===== config.mk =====
export PLATFORM = sky130hd
export DESIGN_NAME = anomaly_response_ctrl_flat
export DESIGN_NICKNAME = d
export VERILOG_FILES = /design/src/rtl/anomaly_response_ctrl_if.sv /design/src/rtl/anomaly_response_ctrl.sv /design/src/flat_wrapper.sv
export SDC_FILE = /design/constraint.sdc
export NUM_CORES = 1
export LEC_CHECK = 0
export BUFFER_PORTS_ARGS = -buffer_cell sky130_fd_sc_hd__buf_2
export CORE_MARGIN = 3
export CORE_UTILIZATION = 40
export DETAILED_ROUTE_END_ITERATION = 10
export HOLD_SLACK_MARGIN = 0.03
export PLACE_DENSITY = 0.56
export SKIP_LAST_GASP = 1
export SLEW_MARGIN = 20
export SYNTH_ARGS = -nofsm -noshare
export SYNTH_HDL_FRONTEND = slang
export SYNTH_SLANG_ARGS = --single-unit
export TNS_END_PERCENT = 5

===== constraint.sdc =====
create_clock -name clk -period 2.5 [get_ports clk]
set_input_delay 0.375 -clock clk [delete_from_list [all_inputs] [get_ports clk]]
set_output_delay 0.375 -clock clk [all_outputs]
set_load 0.02 [all_outputs]

===== src/rtl/anomaly_response_ctrl_if.sv =====
// Handshake bundle between the anomaly response controller and the pipeline.
// The master side drives detector/flush inputs; the slave side is the controller.
interface anomaly_response_ctrl_if;
    logic       enable;
    logic       anomaly_in;
    logic       ex_valid;
    logic       flush_ack;
    logic       stall_out;
    logic       flush_req;
    logic       det_clear_out;
    logic [7:0] escalation_count;
    logic [2:0] state_out;

    modport master (
        output enable, anomaly_in, ex_valid, flush_ack,
        input  stall_out, flush_req, det_clear_out,
        input  escalation_count, state_out
    );

    modport slave (
        input  enable, anomaly_in, ex_valid, flush_ack,
        output stall_out, flush_req, det_clear_out,
        output escalation_count, state_out
    );
endinterface


===== src/rtl/anomaly_response_ctrl.sv =====
// Stall / escalate-to-flush / cooldown sequencer driven by the EX-stage
// anomaly detector; all outputs registered.
module anomaly_response_ctrl #(
    parameter int WINDOW_CYCLES   = 16,
    parameter int STALL_CYCLES    = 2,
    parameter int ESC_THRESHOLD   = 3,
    parameter int COOLDOWN_CYCLES = 8
) (
    input  logic                   clk,
    input  logic                   reset,
    anomaly_response_ctrl_if.slave bus
);
    localparam int WW = $clog2(WINDOW_CYCLES + 1);
    localparam int SW = $clog2(STALL_CYCLES + 1);
    localparam int HW = $clog2(ESC_THRESHOLD + 1);
    localparam int CW = $clog2(COOLDOWN_CYCLES + 1);

    localparam logic [WW-1:0] WIN_INIT = WW'(WINDOW_CYCLES - 1);
    localparam logic [SW-1:0] STL_INIT = SW'(STALL_CYCLES - 1);
    localparam logic [HW-1:0] HIT_MAX  = HW'(ESC_THRESHOLD);
    localparam logic [CW-1:0] CD_INIT  = CW'(COOLDOWN_CYCLES - 1);

    typedef enum logic [2:0] {
        S_IDLE    = 3'd0,
        S_STALL   = 3'd1,
        S_MONITOR = 3'd2,
        S_FLUSH   = 3'd3,
        S_COOL    = 3'd4
    } state_t;

    state_t        r_state, w_nxt_state;
    logic [HW-1:0] r_hit, w_nxt_hit, w_hit_inc;
    logic [WW-1:0] r_win, w_nxt_win, w_win_dec;
    logic [SW-1:0] r_stl, w_nxt_stl;
    logic [CW-1:0] r_cd, w_nxt_cd;
    logic [7:0]    r_esc, w_nxt_esc;
    logic          r_stall_o, r_flush_o, r_clr_o;
    logic          w_clr;
    logic          w_qual;

    assign w_qual    = bus.enable & bus.ex_valid & bus.anomaly_in;
    assign w_hit_inc = r_hit + HW'(1);
    assign w_win_dec = (r_win == '0) ? '0 : r_win - WW'(1);

    always_comb begin
        w_nxt_state = r_state;
        w_nxt_hit   = r_hit;
        w_nxt_win   = r_win;
        w_nxt_stl   = r_stl;
        w_nxt_cd    = r_cd;
        w_nxt_esc   = r_esc;
        w_clr       = 1'b0;
        case (r_state)
            S_IDLE: begin
                if (w_qual) begin
                    w_nxt_hit   = HW'(1);
                    w_nxt_win   = WIN_INIT;
                    w_nxt_stl   = STL_INIT;
                    w_nxt_state = S_STALL;
                end
            end
            S_STALL: begin
                w_nxt_win = w_win_dec;
                if (!bus.enable) begin
                    w_nxt_hit   = '0;
                    w_nxt_state = S_IDLE;
                end else if (r_stl == '0) begin
                    w_nxt_state = S_MONITOR;
                end else begin
                    w_nxt_stl = r_stl - SW'(1);
                end
            end
            S_MONITOR: begin
                w_nxt_win = w_win_dec;
                // An anomaly in the expiry cycle still counts toward escalation.
                if (!bus.enable) begin
                    w_nxt_hit   = '0;
                    w_nxt_state = S_IDLE;
                end else if (w_qual) begin
                    w_nxt_hit = w_hit_inc;
                    if (w_hit_inc == HIT_MAX) begin
                        w_nxt_state = S_FLUSH;
                    end else begin
                        w_nxt_stl   = STL_INIT;
                        w_nxt_state = S_STALL;
                    end
                end else if (r_win == '0) begin
                    w_nxt_hit   = '0;
                    w_nxt_state = S_IDLE;
                end
            end
            S_FLUSH: begin
                if (bus.flush_ack) begin
                    w_nxt_esc   = (r_esc == 8'hFF) ? r_esc : r_esc + 8'd1;
                    w_nxt_cd    = CD_INIT;
                    w_nxt_hit   = '0;
                    w_clr       = 1'b1;
                    w_nxt_state = S_COOL;
                end
            end
            S_COOL: begin
                if (r_cd == '0) begin
                    w_nxt_state = S_IDLE;
                end else begin
                    w_nxt_cd = r_cd - CW'(1);
                end
            end
            default: begin
                w_nxt_hit   = '0;
                w_nxt_state = S_IDLE;
            end
        endcase
    end

    always_ff @(posedge clk or negedge reset) begin
        if (!reset) begin
            r_state   <= S_IDLE;
            r_hit     <= '0;
            r_win     <= '0;
            r_stl     <= '0;
            r_cd      <= '0;
            r_esc     <= '0;
            r_stall_o <= 1'b0;
            r_flush_o <= 1'b0;
            r_clr_o   <= 1'b0;
        end else begin
            r_state   <= w_nxt_state;
            r_hit     <= w_nxt_hit;
            r_win     <= w_nxt_win;
            r_stl     <= w_nxt_stl;
            r_cd      <= w_nxt_cd;
            r_esc     <= w_nxt_esc;
            r_stall_o <= (w_nxt_state == S_STALL) || (w_nxt_state == S_FLUSH);
            r_flush_o <= (w_nxt_state == S_FLUSH);
            r_clr_o   <= w_clr;
        end
    end

    assign bus.stall_out        = r_stall_o;
    assign bus.flush_req        = r_flush_o;
    assign bus.det_clear_out    = r_clr_o;
    assign bus.escalation_count = r_esc;
    assign bus.state_out        = r_state;
endmodule


===== src/flat_wrapper.sv =====
// flat-port wrapper written by rule: the top's interface ports become plain ports
module anomaly_response_ctrl_flat 
#(
    parameter int WINDOW_CYCLES   = 16,
    parameter int STALL_CYCLES    = 2,
    parameter int ESC_THRESHOLD   = 3,
    parameter int COOLDOWN_CYCLES = 8
)
  (clk, reset, bus_enable, bus_anomaly_in, bus_ex_valid, bus_flush_ack, bus_stall_out, bus_flush_req, bus_det_clear_out, bus_escalation_count, bus_state_out);
  anomaly_response_ctrl_if bus_i ();
  input  logic clk;
  input  logic reset;
  input wire logic [$bits(bus_i.enable)-1:0] bus_enable;
  input wire logic [$bits(bus_i.anomaly_in)-1:0] bus_anomaly_in;
  input wire logic [$bits(bus_i.ex_valid)-1:0] bus_ex_valid;
  input wire logic [$bits(bus_i.flush_ack)-1:0] bus_flush_ack;
  output wire logic [$bits(bus_i.stall_out)-1:0] bus_stall_out;
  output wire logic [$bits(bus_i.flush_req)-1:0] bus_flush_req;
  output wire logic [$bits(bus_i.det_clear_out)-1:0] bus_det_clear_out;
  output wire logic [$bits(bus_i.escalation_count)-1:0] bus_escalation_count;
  output wire logic [$bits(bus_i.state_out)-1:0] bus_state_out;
  assign bus_i.enable = bus_enable;
  assign bus_i.anomaly_in = bus_anomaly_in;
  assign bus_i.ex_valid = bus_ex_valid;
  assign bus_i.flush_ack = bus_flush_ack;
  assign bus_stall_out = bus_i.stall_out;
  assign bus_flush_req = bus_i.flush_req;
  assign bus_det_clear_out = bus_i.det_clear_out;
  assign bus_escalation_count = bus_i.escalation_count;
  assign bus_state_out = bus_i.state_out;
  anomaly_response_ctrl #(.WINDOW_CYCLES(WINDOW_CYCLES), .STALL_CYCLES(STALL_CYCLES), .ESC_THRESHOLD(ESC_THRESHOLD), .COOLDOWN_CYCLES(COOLDOWN_CYCLES)) u_core (.clk(clk), .reset(reset), .bus(bus_i));
endmodule

==> flow_summary.yaml <==
outcome:
  status: "complete, no violations"
clocking:
  numCtsBuffers: 3
  clk_path_buf_depth: 2
  cts_root_buffer: "clkbuf_4"
  cts_repair_resize_count: 0
  clk_pin_slew_ns: 0.14
  cts_sinks: 27
  cts_tree: "yes"
  cts_setup_buffers: 0
  htree_levels: 1
  insertion_delay_ns: 0.31
  hold_buffers: 0
critical_path:
  reg2reg_from: "u_core.r_win[0]$_DFFE_PN0P_"
  arrival_ns: 2.12
  critPathKind: "reg -> reg"
  crit_end: "u_core.r_stl[1]$_DFFE_PN0P_"
  cp-start-kind: "flip-flop"
  reg2reg_slack_ns: 0.59
  startpoint: "u_core.r_win[0]$_DFFE_PN0P_"
  critPathCaptureType: "flip-flop"
  worst-path-max-fanout: 4
  worst-endpoint-required_ns: 2.71
  r2r_cells: 6
  r2r_end: "u_core.r_stl[1]$_DFFE_PN0P_"
finish:
  final_cells: 200
  layout.nets: 167
  syn_to_final_growth_pct: 10.5
  drive_gt1_share_pct: 19.5
  n_antenna_cell: 0
route:
  viasPerCell: 5.21
  drt_iter0_drc: 91
  vias: 1042
  firstDrtPassIters: 4
  wirelength_um: 2510
  ant_nets: 0
  routedWlPerCell_um: 12.5
  drc: 0
logic_synthesis:
  yosysWarnings: 0
  ys_types: 42
  async_flop_share_pct: 100
  ys_seq_elements: 27
  syn-num-nets: 147
  synth_edf_count: 0
  avgSynthCellArea_um2: 10.5
  synth.cell_area_um2: 1420
  synth_seq_area_share_pct: 47.5
  synth_ff_type: "dfrtp_1"
  netlist_instances: 135
placed_design:
  dp_hpwl_um: 1850
  gp_congestion: 0.795
  dpl_worst_slack_ns: 0.599
  portBuffers: 19
  place_inst: 196
floorplanning:
  die_y_um: 65.6
  start_util_pct: 41.9
  die_area_um2: 4300
  dieWidth_um: 65.6
  rows: 21
  coreArea_um2: 3390
  io_pins: 20
job:
  maxCapViolCount: 0
timing:
  slew_violations: 0
  timing.final.ws_setup_ns: 0.586
  fmaxAchievable_mhz: 522
  hold_violations: 0
  slew_headroom_pct: 59.5
  rsz0062_at_grt: "false"
  setup_viol: 0
  fin_setup_tns_ns: 0
  period_needed_ns: 1.91
  finClkSkew_ns: 0.00552
  fin_crit_sh_pct: 76.6
  tightest_slew_ns: 0.607
global_routing:
  met1_usage_pct: 18.5
  first_global_vias: 1038
  globalRouteMet2Util_pct: 23.0
  grt_start_max_net_pins: 28
  met3_usage_pct: 2.74
  busiest_layer: "met2"
  grt_pass1_wl_um: 4690
  grtUsageTotal_pct: 13.9
  grt-ovfl-total: 0
  antenna_found_initial: 0
power:
  p_leak_nw: 0.776
  irDropWorstVdd_mv: 0.353
  power_mw: 1.39
  power_density_nw_per_um2: 884
worst_hold_path:
  hp-class: "in -> async"
==> worst min-delay path by stage <==
stage	slack, ns	depth (start not counted)	to
2_1_floorplan	0.08	0	u_core.bus.det_clear_out$_DFF_PN0_
3_3_place_gp	0.43	1	u_core.r_hit[1]$_DFFE_PN0P_
3_5_place_dp	0.43	1	u_core.r_hit[1]$_DFFE_PN0P_
4_1_cts	0.06	1	u_core.r_hit[1]$_DFFE_PN0P_
5_1_grt	0.07	1	u_core.r_win[3]$_DFFE_PN0P_
6_report	0.04	1	u_core.r_hit[0]$_DFFE_PN0P_
==> per-layer routing <==
layer | part of all wire, % | up-vias | routed length (um)
met5 | 0 | - | 0
met4 | 0.72 | 0 | 18
met2 | 48 | 15 | 1200
met1 | 48 | 501 | 1200
li1 | - | 524 | -
met3 | 3.6 | 2 | 91
==> state kept, by name, summed over array words and instances (netlist names) <==
signal,flops
u_core.r_stl,2
u_core.bus.flush_req,1
u_core.r_hit,2
u_core.bus.det_clear_out,1
u_core.bus.state_out,3
u_core.r_win,5
u_core.bus.stall_out,1
u_core.r_cd,4
u_core.bus.escalation_count,8
==> report_power, final <==
group | leakage (nW) | switching (mW) | internal (mW) | total (mW)
registers | 0.337 | 0.126 | 0.545 | 0.671
clock network | 0.0150 | 0.121 | 0.0623 | 0.183
logic | 0.423 | 0.279 | 0.255 | 0.534
total | 0.776 | 0.525 | 0.863 | 1.39
==> cell usage after synthesis (3+ instances only) <==
| cell type | number | share of area, % |
|---|---|---|
| a21oi_1 | 7 | 2.5 |
| and3_1 | 5 | 2.2 |
| inv_1 | 13 | 3.4 |
| ha_1 | 6 | 5.3 |
| o22a_1 | 3 | 1.8 |
| nand3_1 | 4 | 1.4 |
| dfrtp_1 | 27 | 48 |
| nor2_1 | 7 | 1.8 |
| nor3_1 | 5 | 1.8 |
| o21ai_0 | 3 | 1.1 |
| a31oi_1 | 3 | 1.3 |
| nor3b_1 | 3 | 1.6 |
| xnor2_1 | 7 | 4.3 |
| nand2_1 | 6 | 1.6 |
==> cells by family after synthesis <==
group                      Yosys count  share of synthesized area (%)
muxes                                3                           2.29
buffers and inverters               17                           5.55
and+or+nand+nor                     42                           17.3
xor gates and xnor gates             9                           5.55
adders and majority gates            6                           5.28
AOI/OAI and AO/OA                   31                           16.5
DFF                                 27                           47.5
==> area by class of cell <==
type / instances / area [um2]
fillers: 326 / 1820
flip-flops and latches: 27 / 676
multi-input cells: 91 / 667
repair buffers: 19 / 95.1
well taps: 46 / 57.6
inverters: 13 / 48.8
clock buffers: 4 / 26.3
==> worst max-delay path, cell delays in order, from the launching register on <==
cell and delay, ns:
dfrtp_1 0.41, inv_1 0.10, ha_1 0.19, or4b_4 0.49, a31o_1 0.23, a32oi_2 0.27
o21ai_0 0.11
==> stage by stage <==
stage / instance area (um2) / hold slack, ns / utilization [%]
2_1_floorplan: 1420 / 0.0794 / -
3_3_place_gp: 1540 / 0.425 / 45.6
3_5_place_dp: 1540 / 0.427 / 45.6
4_1_cts: 1570 / 0.0570 / 46.3
5_1_grt: 1570 / 0.0749 / 46.3
6_report: 1570 / 0.0436 / 46.3
==> cell usage in the layout, fill, tap and decap left out, types with 2 or more instances in the layout <==
master and count:
a21oi_1 7, a31oi_1 3, and3_1 5, buf_2 19
clkbuf_4 3, dfrtp_1 27, ha_1 6, inv_1 13
mux2_2 2, nand2_1 6, nand3_1 4, nand4_1 2
nor2_1 7, nor3_1 5, nor3b_1 3, o21a_1 2
o21ai_0 3, o22a_1 3, o31a_1 2, or2_2 2
or3b_1 2, xnor2_1 7, xor2_1 2
Note: power is estimated with default switching activity, not from simulation.
